File: src/rtl/branch_predictor_unit_if.sv
// Fetch/EX-side signal bundle for the branch predictor.
// The master drives lookup and training inputs; the slave is the predictor itself.
interface branch_predictor_unit_if #(
    parameter int unsigned PHT_IDX_W = 5
);
    logic                 f_pc_dummy_unused;
    logic [31:0]          f_pc;
    logic                 f_valid;
    logic                 pred_taken;
    logic [31:0]          pred_target;
    logic [PHT_IDX_W-1:0] pht_idx;
    logic                 btb_hit;
    logic                 ex_update_en;
    logic [31:0]          ex_pc;
    logic [1:0]           ex_kind;
    logic                 ex_actual_taken;
    logic [31:0]          ex_actual_target;
    logic [PHT_IDX_W-1:0] ex_pht_idx;
    logic                 redirect_valid;

    modport master (
        output f_pc, f_valid, ex_update_en, ex_pc, ex_kind, ex_actual_taken,
               ex_actual_target, ex_pht_idx, redirect_valid,
        input  pred_taken, pred_target, pht_idx, btb_hit
    );

    modport slave (
        input  f_pc, f_valid, ex_update_en, ex_pc, ex_kind, ex_actual_taken,
               ex_actual_target, ex_pht_idx, redirect_valid,
        output pred_taken, pred_target, pht_idx, btb_hit
    );
endinterface

File: src/rtl/branch_predictor_unit.sv
// gshare direction predictor + tagged direct-mapped BTB + speculative/committed return stack.
// Lookup is combinational on f_pc; training and RAS updates land on the next clock edge.
module branch_predictor_unit #(
    parameter int unsigned PHT_IDX_W = 5,
    parameter int unsigned GHR_W     = 5,
    parameter int unsigned BTB_IDX_W = 4,
    parameter int unsigned RAS_DEPTH = 4
) (
    input logic                   clk,
    input logic                   rst,
    branch_predictor_unit_if.slave bp
);
    localparam int unsigned PHT_N  = 1 << PHT_IDX_W;
    localparam int unsigned BTB_N  = 1 << BTB_IDX_W;
    localparam int unsigned TAG_W  = 30 - BTB_IDX_W;
    localparam int unsigned RAS_PW = $clog2(RAS_DEPTH);
    localparam int unsigned RAS_CW = RAS_PW + 1;

    localparam logic [1:0] KIND_BR   = 2'b00;
    localparam logic [1:0] KIND_CALL = 2'b10;
    localparam logic [1:0] KIND_RET  = 2'b11;

    logic [1:0]           r_pht        [PHT_N];
    logic [GHR_W-1:0]     r_ghr;
    logic [BTB_N-1:0]     r_btb_valid;
    logic [TAG_W-1:0]     r_btb_tag    [BTB_N];
    logic [31:0]          r_btb_target [BTB_N];
    logic [1:0]           r_btb_kind   [BTB_N];
    logic [31:0]          r_s_ras      [RAS_DEPTH];
    logic [31:0]          r_c_ras      [RAS_DEPTH];
    logic [RAS_PW-1:0]    r_s_ptr, r_c_ptr;
    logic [RAS_CW-1:0]    r_s_cnt, r_c_cnt;

    logic [BTB_IDX_W-1:0] w_f_btb_idx, w_ex_btb_idx;
    logic [TAG_W-1:0]     w_f_tag, w_ex_tag;
    logic [PHT_IDX_W-1:0] w_pht_idx;
    logic                 w_btb_hit, w_pred_taken;
    logic [1:0]           w_f_kind;
    logic [31:0]          w_f_pc_plus4, w_s_top;
    logic [31:0]          w_c_ras_d [RAS_DEPTH];
    logic [RAS_PW-1:0]    w_c_ptr_d;
    logic [RAS_CW-1:0]    w_c_cnt_d;
    logic                 w_unused;

    assign w_unused     = ^{bp.f_pc[1:0], bp.ex_pc[1:0]};
    assign w_f_btb_idx  = bp.f_pc[BTB_IDX_W+1:2];
    assign w_f_tag      = bp.f_pc[31:BTB_IDX_W+2];
    assign w_ex_btb_idx = bp.ex_pc[BTB_IDX_W+1:2];
    assign w_ex_tag     = bp.ex_pc[31:BTB_IDX_W+2];
    assign w_pht_idx    = bp.f_pc[PHT_IDX_W+1:2] ^ PHT_IDX_W'(r_ghr);
    assign w_f_pc_plus4 = bp.f_pc + 32'd4;
    assign w_f_kind     = r_btb_kind[w_f_btb_idx];
    assign w_btb_hit    = r_btb_valid[w_f_btb_idx] && (r_btb_tag[w_f_btb_idx] == w_f_tag);
    assign w_pred_taken = w_btb_hit && ((w_f_kind != KIND_BR) || r_pht[w_pht_idx][1]);
    assign w_s_top      = r_s_ras[r_s_ptr - RAS_PW'(1)];

    always_comb begin
        bp.pred_target = w_f_pc_plus4;
        if (w_pred_taken) begin
            if (w_f_kind == KIND_RET && r_s_cnt != '0) bp.pred_target = w_s_top;
            else                                       bp.pred_target = r_btb_target[w_f_btb_idx];
        end
    end

    assign bp.pred_taken = w_pred_taken;
    assign bp.pht_idx    = w_pht_idx;
    assign bp.btb_hit    = w_btb_hit;

    // Committed RAS next state; also the image the speculative RAS restores from on redirect.
    always_comb begin
        w_c_ras_d = r_c_ras;
        w_c_ptr_d = r_c_ptr;
        w_c_cnt_d = r_c_cnt;
        if (bp.ex_update_en) begin
            if (bp.ex_kind == KIND_CALL) begin
                w_c_ras_d[r_c_ptr] = bp.ex_pc + 32'd4;
                w_c_ptr_d          = r_c_ptr + RAS_PW'(1);
                if (r_c_cnt != RAS_CW'(RAS_DEPTH)) w_c_cnt_d = r_c_cnt + RAS_CW'(1);
            end else if (bp.ex_kind == KIND_RET && r_c_cnt != '0) begin
                w_c_ptr_d = r_c_ptr - RAS_PW'(1);
                w_c_cnt_d = r_c_cnt - RAS_CW'(1);
            end
        end
    end

    always_ff @(posedge clk) begin
        if (rst) begin
            for (int i = 0; i < PHT_N; i++) r_pht[i] <= 2'b01;
            for (int i = 0; i < BTB_N; i++) begin
                r_btb_tag[i]    <= '0;
                r_btb_target[i] <= '0;
                r_btb_kind[i]   <= '0;
            end
            for (int i = 0; i < RAS_DEPTH; i++) begin
                r_s_ras[i] <= '0;
                r_c_ras[i] <= '0;
            end
            r_ghr       <= '0;
            r_btb_valid <= '0;
            r_s_ptr     <= '0;
            r_s_cnt     <= '0;
            r_c_ptr     <= '0;
            r_c_cnt     <= '0;
        end else begin
            if (bp.ex_update_en && bp.ex_kind == KIND_BR) begin
                if (bp.ex_actual_taken && r_pht[bp.ex_pht_idx] != 2'b11)
                    r_pht[bp.ex_pht_idx] <= r_pht[bp.ex_pht_idx] + 2'b01;
                else if (!bp.ex_actual_taken && r_pht[bp.ex_pht_idx] != 2'b00)
                    r_pht[bp.ex_pht_idx] <= r_pht[bp.ex_pht_idx] - 2'b01;
                r_ghr <= GHR_W'({r_ghr, bp.ex_actual_taken});
            end
            if (bp.ex_update_en && (bp.ex_kind != KIND_BR || bp.ex_actual_taken)) begin
                r_btb_valid[w_ex_btb_idx]  <= 1'b1;
                r_btb_tag[w_ex_btb_idx]    <= w_ex_tag;
                r_btb_target[w_ex_btb_idx] <= bp.ex_actual_target;
                r_btb_kind[w_ex_btb_idx]   <= bp.ex_kind;
            end
            r_c_ras <= w_c_ras_d;
            r_c_ptr <= w_c_ptr_d;
            r_c_cnt <= w_c_cnt_d;
            // Redirect wins over any fetch-side push/pop in the same cycle.
            if (bp.redirect_valid) begin
                r_s_ras <= w_c_ras_d;
                r_s_ptr <= w_c_ptr_d;
                r_s_cnt <= w_c_cnt_d;
            end else if (bp.f_valid && w_btb_hit) begin
                if (w_f_kind == KIND_CALL) begin
                    r_s_ras[r_s_ptr] <= w_f_pc_plus4;
                    r_s_ptr          <= r_s_ptr + RAS_PW'(1);
                    if (r_s_cnt != RAS_CW'(RAS_DEPTH)) r_s_cnt <= r_s_cnt + RAS_CW'(1);
                end else if (w_f_kind == KIND_RET && r_s_cnt != '0) begin
                    r_s_ptr <= r_s_ptr - RAS_PW'(1);
                    r_s_cnt <= r_s_cnt - RAS_CW'(1);
                end
            end
        end
    end
endmodule

File: src/flat_wrapper.sv
// flat-port wrapper written by rule: the top's interface ports become plain ports
module branch_predictor_unit_flat 
#(
    parameter int unsigned PHT_IDX_W = 5,
    parameter int unsigned GHR_W     = 5,
    parameter int unsigned BTB_IDX_W = 4,
    parameter int unsigned RAS_DEPTH = 4
)
  (clk, rst, bp_f_pc, bp_f_valid, bp_ex_update_en, bp_ex_pc, bp_ex_kind, bp_ex_actual_taken, bp_ex_actual_target, bp_ex_pht_idx, bp_redirect_valid, bp_pred_taken, bp_pred_target, bp_pht_idx, bp_btb_hit);
  branch_predictor_unit_if #(.PHT_IDX_W(PHT_IDX_W)) bp_i ();
  input logic clk;
  input logic rst;
  input wire logic [$bits(bp_i.f_pc)-1:0] bp_f_pc;
  input wire logic [$bits(bp_i.f_valid)-1:0] bp_f_valid;
  input wire logic [$bits(bp_i.ex_update_en)-1:0] bp_ex_update_en;
  input wire logic [$bits(bp_i.ex_pc)-1:0] bp_ex_pc;
  input wire logic [$bits(bp_i.ex_kind)-1:0] bp_ex_kind;
  input wire logic [$bits(bp_i.ex_actual_taken)-1:0] bp_ex_actual_taken;
  input wire logic [$bits(bp_i.ex_actual_target)-1:0] bp_ex_actual_target;
  input wire logic [$bits(bp_i.ex_pht_idx)-1:0] bp_ex_pht_idx;
  input wire logic [$bits(bp_i.redirect_valid)-1:0] bp_redirect_valid;
  output wire logic [$bits(bp_i.pred_taken)-1:0] bp_pred_taken;
  output wire logic [$bits(bp_i.pred_target)-1:0] bp_pred_target;
  output wire logic [$bits(bp_i.pht_idx)-1:0] bp_pht_idx;
  output wire logic [$bits(bp_i.btb_hit)-1:0] bp_btb_hit;
  assign bp_i.f_pc = bp_f_pc;
  assign bp_i.f_valid = bp_f_valid;
  assign bp_i.ex_update_en = bp_ex_update_en;
  assign bp_i.ex_pc = bp_ex_pc;
  assign bp_i.ex_kind = bp_ex_kind;
  assign bp_i.ex_actual_taken = bp_ex_actual_taken;
  assign bp_i.ex_actual_target = bp_ex_actual_target;
  assign bp_i.ex_pht_idx = bp_ex_pht_idx;
  assign bp_i.redirect_valid = bp_redirect_valid;
  assign bp_pred_taken = bp_i.pred_taken;
  assign bp_pred_target = bp_i.pred_target;
  assign bp_pht_idx = bp_i.pht_idx;
  assign bp_btb_hit = bp_i.btb_hit;
  branch_predictor_unit #(.PHT_IDX_W(PHT_IDX_W), .GHR_W(GHR_W), .BTB_IDX_W(BTB_IDX_W), .RAS_DEPTH(RAS_DEPTH)) u_core (.clk(clk), .rst(rst), .bp(bp_i));
endmodule
File: config.mk
export PLATFORM = sky130hd
export DESIGN_NAME = branch_predictor_unit_flat
export DESIGN_NICKNAME = d
export VERILOG_FILES = /design/src/rtl/branch_predictor_unit_if.sv /design/src/rtl/branch_predictor_unit.sv /design/src/flat_wrapper.sv
export SDC_FILE = /design/constraint.sdc
export NUM_CORES = 2
export LEC_CHECK = 0
export BUFFER_PORTS_ARGS = -buffer_cell sky130_fd_sc_hd__buf_4
export CORE_UTILIZATION = 45
export CTS_CLUSTER_SIZE = 8
export DETAILED_ROUTE_END_ITERATION = 12
export GPL_TIMING_DRIVEN = 0
export MAX_ROUTING_LAYER = met4
export PLACE_DENSITY = 0.59
export SLEW_MARGIN = 20
export SYNTH_ARGS = -nofsm -noshare
export SYNTH_HDL_FRONTEND = slang
export SYNTH_SLANG_ARGS = --single-unit
File: constraint.sdc
create_clock -name clk -period 8.2 [get_ports clk]
set_input_delay 2.05 -clock clk [delete_from_list [all_inputs] [get_ports clk]]
set_output_delay 2.05 -clock clk [all_outputs]
set_load 0.01 [all_outputs]
After elaboration in Yosys (flattened, before gate mapping)
Memories as Yosys holds them, arrays and structs flattened.
Cells that the tools add are included.
{"block": "word_totals", "mem_bits_rw": 1024, "elab_cells": 147, "in_bits": 109, "n_memories": 4, "out_inout_bits": 39, "register_bits": 287}
{"name": "u_core.r_btb_target", "depth": 16, "width": 32, "read_ports": 1, "rd_ports_with_merged_regs": 0, "write_ports": 16, "line_no": "branch_predictor_unit.sv:27", "rtl": "logic [31:0] r_btb_target [BTB_N];"}
{"name": "u_core.r_btb_tag", "depth": 16, "width": 26, "read_ports": 1, "rd_ports_with_merged_regs": 0, "write_ports": 16, "line_no": "branch_predictor_unit.sv:26", "rtl": "logic [TAG_W-1:0] r_btb_tag [BTB_N];"}
{"name": "u_core.r_pht", "depth": 32, "width": 2, "read_ports": 2, "rd_ports_with_merged_regs": 0, "write_ports": 32, "line_no": "branch_predictor_unit.sv:23", "rtl": "logic [1:0] r_pht [PHT_N];"}
{"name": "u_core.r_btb_kind", "depth": 16, "width": 2, "read_ports": 1, "rd_ports_with_merged_regs": 0, "write_ports": 16, "line_no": "branch_predictor_unit.sv:28", "rtl": "logic [1:0] r_btb_kind [BTB_N];"}
{"block": "op_classes", "muxes": 63, "bitwise_logic": 6, "n_reduce_logical": 31, "addsub": 12, "magnitude_cmp": 8, "n_eq_ne": 9}
{"op": "$mux W128", "count": 5}
{"op": "$bwmux W128", "count": 2}
{"op": "$mux W32", "count": 7}
{"op": "$demux W32 S2", "count": 2}
{"op": "$add A32 B3 Y32 const B", "count": 2}
{"op": "$bmux W32 S2", "count": 1}
{"op": "$reduce_or A32 Y1", "count": 1}
{"op": "$mux W3", "count": 9}
{"op": "$eq A26 B26 Y1", "count": 1}
{"op": "$mux W26", "count": 1}
{"op": "$reduce_or A26 Y1", "count": 1}
{"op": "$mux W1", "count": 20}
{"op": "$mux W2", "count": 10}
{"op": "$or A16 B16 Y16", "count": 1}
{"op": "$logic_and A1 B1 Y1", "count": 12}
{"op": "$mux W4", "count": 3}
{"op": "$lt A4 B5 Y1 const B", "count": 2}
{"op": "$reduce_bool A2 Y1", "count": 5}
{"op": "$ge A3 B3 Y1 const B", "count": 3}
{"op": "$ne A3 B3 Y1 const B", "count": 3}
{"op": "$not A2 Y3", "count": 3}
{"op": "$reduce_bool A3 Y1", "count": 3}
{"op": "$eq A2 B2 Y1 const B", "count": 4}
{"op": "$add A2 B1 Y2 const B", "count": 3}
{"op": "17 further kinds", "count": 25}

Logic depth before layout (Yosys ltp)
An unclocked memory read counts as a cell.
{"block": "depth", "depth_word": 11, "ltp_mapped": 18}

Worst setup path before layout
OpenSTA, ideal clock, no wires.
{"block": "synth_timing", "kind": "input to register", "startpoint": "in rst", "endpoint": "mem u_core.r_btb_kind[13][0], enable pin", "n_path_buf": 1, "setup_slack_ns": 0.569, "setup_time_ns": 0.561, "required_time_ns": 7.639, "arrival_time_ns": 7.070, "cell_stages": 5, "path_cell_list": "clkbuf_1 inv_1 o311a_1 nand2_1 o21ai_0"}
{"item": "start, declared", "line_no": "flat_wrapper.sv:12", "rtl": "input logic rst;"}
{"item": "end, declared", "line_no": "branch_predictor_unit.sv:28"}

Worst setup path in the final report
{"block": "layout_timing", "startpoint": "in bp_f_pc[2]", "endpoint": "out bp_pred_target[26]"}
{"block": "layout_via", "elab_chain_cells": 5}
{"item": "start, declared", "line_no": "flat_wrapper.sv:13", "rtl": "input wire logic [$bits(bp_i.f_pc)-1:0] bp_f_pc;"}
{"item": "$mem_v2 Z16 W26, or another cell as far along"}
{"item": "$eq A26 B26 Y1, or another cell as far along", "line_no": "branch_predictor_unit.sv:53", "rtl": "assign w_btb_hit = r_btb_valid[w_f_btb_idx] && (r_btb_tag[w_f_btb_idx] == w_f_tag);"}
{"item": "$logic_and A1 B1 Y1, or another cell as far along", "line_no": "branch_predictor_unit.sv:53"}
{"item": "$logic_and A1 B1 Y1 or $mux W32 (tied branches)", "line_no": "branch_predictor_unit.sv:54, branch_predictor_unit.sv:60"}
{"item": "$mux W32 *", "line_no": "branch_predictor_unit.sv:59", "rtl": "if (w_pred_taken) begin"}
{"item": "end, declared", "line_no": "flat_wrapper.sv:23", "rtl": "output wire logic [$bits(bp_i.pred_target)-1:0] bp_pred_target;"}
Every way passes the cells marked *; elsewhere a longest branch is shown, timed or not. The select of a mux whose other input is x is not followed.

==> out/results.ini <==
[detailed_routing]
drtIter0Drc=6278
vias=44930
ant_nets=0
first_pass_iters=6
drt_drc_violations_left=0
wl_per_cell_um=34.2
routed_via_density=6.25
routed_wl_um=246000

[synthesis]
synth_edf_count=1024
syn-num-nets=4976
ys_warn_count=0
synth_area_um2=63000
post-synth-top-count-cell=edfxtp_1
netlist.area_leader.share_pct=48.8
seq_area_frac_synth_pct=57.9
syn_inst=4850
synth.area.top_cells=edfxtp_1 49%, mux4_2 10%, and2_1 9.5%
async_flop_share_pct=0
synth-seq-cells=1311
yosysUniqueCellTypes=81
syn_area_per_cell_um2=13.0
synth_flop_cell=edfxtp_1
yosysTopAreaCell=edfxtp_1
synthTopCellsByCount=1,024 x edfxtp_1, 960 x and2_1, 351 x clkbuf_1

[critical_path]
worstPathMaxFanout=10
worstSetupPathType=input port to output port
cp.required_ns=6.15
worstSetupStartpointType=input port
critPathCaptureType=output port
cp.arrival_ns=6.27
reg2reg_depth=12

[cts]
path_clk_slew_ns=0.05
cts_tree=built
clock_latency_ns=0.83
root_buffer=clkbuf_16
cts_made_buffers=183
numClockSinks=1311
cts_max_path_buffers=3
cts_max_level=4
ctsHoldBuffers=0

[pwr]
power_frac_comb_pct=11.8
p_per_area_nw_per_um2=223
p_clk_share_pct=42.3
netSwitchingFraction_pct=26.0
worst_ir_drop_vdd_uv=153
p_switching_mw=4.30
seq_power_share_pct=45.8
p_int_mw=12.3
leakage_nw=26.2

[global_routing]
grt_pass1_vias=43285
use_met2_pct=53.1
met1_usage_pct=47.0
grt_pass1_wl_um=339000
antenna_found_initial=25
busiest_layer=met2
gr-total-overflow=0
track_usage_pct=35.6
use_met3_pct=6.81
grt_max_degree=34

[floorplanning]
die_y_um=376
core_area_um2=138000
rows=136
die_w_um=376
die_area_um2=142000
initial_core_util_pct=45.6
io_pins=148

[sta]
finalSetupViolations=30
hold_viol=0
slew_viol_final=0
period_minus_slack_ns=8.32
finalSetupTns_ns=-2.37
fmax_mhz=120
tightestPinTransition_ns=1.23
relSlewSlack_pct=18.0
fin_skew_ns=0.0469
hold-worst-slack_ns=0.445
fin_ws_ns=-0.115
period_share_pct=101

[cells_and_area]
multi_input_area_um2=25100
fillers=11768
register_area_um2=36500
layout.nets=5369
drive_gt1_share_pct=19.7
fin_util_pct=53.9
area_growth_pct=18.1

[hold_path]
whs_path_depth=1
hold_path_class=register to register

[placement]
io_buffers=120
gp_congestion=1.04
place_hpwl_um=179000

[run]
cap_violations=0

[run_status]
violations=setup timing
outcome=complete, but fails checks

[cells in the final DEF, fill, tap and decap left out, types with 23 or more instances in the layout]
cell / instances
o21ai_0: 90
a22oi_1: 59
o22ai_1: 23
nor4_1: 25
edfxtp_1: 1024
xnor2_1: 41
mux4_2: 282
xor2_1: 28
clkbuf_1: 380
nand3_1: 34
nor3_1: 60
nand2_1: 213
buf_12: 34
a2bb2oi_1: 29
inv_1: 46
mux2_2: 93
dfxtp_1: 287
buf_4: 153
nor2_1: 275
buf_6: 25
a211oi_1: 106
a211o_1: 42
a211oi_2: 42
mux2i_1: 154
buf_16: 50
nor2b_1: 28
clkbuf_16: 187
a21oi_1: 160
and2_1: 960
[registers in the layout, summed over array words and instances, names as in the netlist]
| register | count |
|---|---|
| u_core.r_s_ptr | 2 |
| u_core.r_btb_valid | 16 |
| u_core.r_s_ras | 128 |
| u_core.r_s_cnt | 3 |
| u_core.r_c_ras | 128 |
| u_core.r_btb_kind | 32 |
| u_core.r_btb_target | 512 |
| u_core.r_c_cnt | 3 |
| u_core.r_btb_tag | 416 |
| u_core.r_c_ptr | 2 |
| u_core.r_ghr | 5 |
| u_core.r_pht | 64 |
[routing by layer]
metal / vias up / wire length (um) / share of wire, %
met5: - / 0 / 0
met4: 0 / 12000 / 4.9
met3: 550 / 24200 / 9.8
met2: 2657 / 111000 / 45
met1: 23086 / 98400 / 40
li1: 18637 / - / -
[final timing paths]
| kind | start | to | slack (ns) |
|---|---|---|---|
| max | bp_f_pc[2] | bp_pred_target[26] | -0.12 |
| max reg2reg | u_core.r_btb_kind[11][0]$_SDFFCE_PN0P_ | u_core.r_s_ras[125]$_SDFFE_PP0P_ | 3.82 |
| min | u_core.r_btb_valid[12]$_SDFFE_PP0P_ | u_core.r_btb_valid[12]$_SDFFE_PP0P_ | 0.45 |
| min reg2reg | u_core.r_btb_valid[12]$_SDFFE_PP0P_ | u_core.r_btb_valid[12]$_SDFFE_PP0P_ | 0.45 |
[worst max-delay path: stages]
cell,delay [ns]
buf_4,0.16
buf_12,0.17
buf_12,0.17
buf_12,0.23
buf_12,0.23
buf_8,0.25
buf_12,0.25
mux2i_2,0.47
xnor2_1,0.15
nand2_1,0.12
o2111a_2,0.25
nand3_1,0.13
nor4_4,0.54
nand2_4,0.26
clkbuf_16,0.27
mux2i_1,0.29
buf_4,0.19
[per-stage QoR]
stage	instances	setup WS, ns	cell area (um^2)	power (mW)
floorplan	4850	0.569	63000	8.67
global placement	6833	-6.70	66300	9.50
detailed placement	6891	-2.58	68000	9.55
CTS	7153	0.000277	73900	16.5
global route	7191	-0.0101	74400	16.9
finish	7194	-0.115	74400	16.6
[repair_timing]
| item | 4_1_cts | 5_1_grt |
|---|---|---|
| pin swaps | 8 | 15 |
| gates cloned | 0 | 2 |
| setup buffers | 12 | 19 |
| endpoints found under the setup margin | 34 | 33 |
| resized for setup | 204 | 54 |
[area by class of cell]
type                            count  area share, %
Tap cell                         1863           3.13
Sequential cell                  1311           49.0
Buffer                            446           3.33
Timing Repair Buffer              212           3.63
Clock inverter                     16          0.400
Multi-Input combinational cell   3040           33.7
Inverter                           49          0.247
Antenna cell                       20         0.0672
Clock buffer                      237           6.50
[power groups by stage]
stage | clock [mW] | combinational, mW | sequential [mW]
after floorplan | 0 | 0.966 | 7.71
after global placement | 0 | 1.71 | 7.79
after detailed placement | 0 | 1.83 | 7.72
after CTS | 7.05 | 1.88 | 7.60
after global routing | 7.30 | 2.00 | 7.62
final | 7.02 | 1.96 | 7.60
[kinds of logic after synthesis]
logic type	count (synthesis)	share of synthesized area (%)
AOI/OAI and AO/OA	676	7.63
xor gates and xnor gates	83	1.15
adders and majority gates	17	0.349
buffers and inverters	499	3.40
DFF	1311	57.9
muxes	549	14.6
and+or+nand+nor	1715	15.0
(Power assumes the default switching activity.)
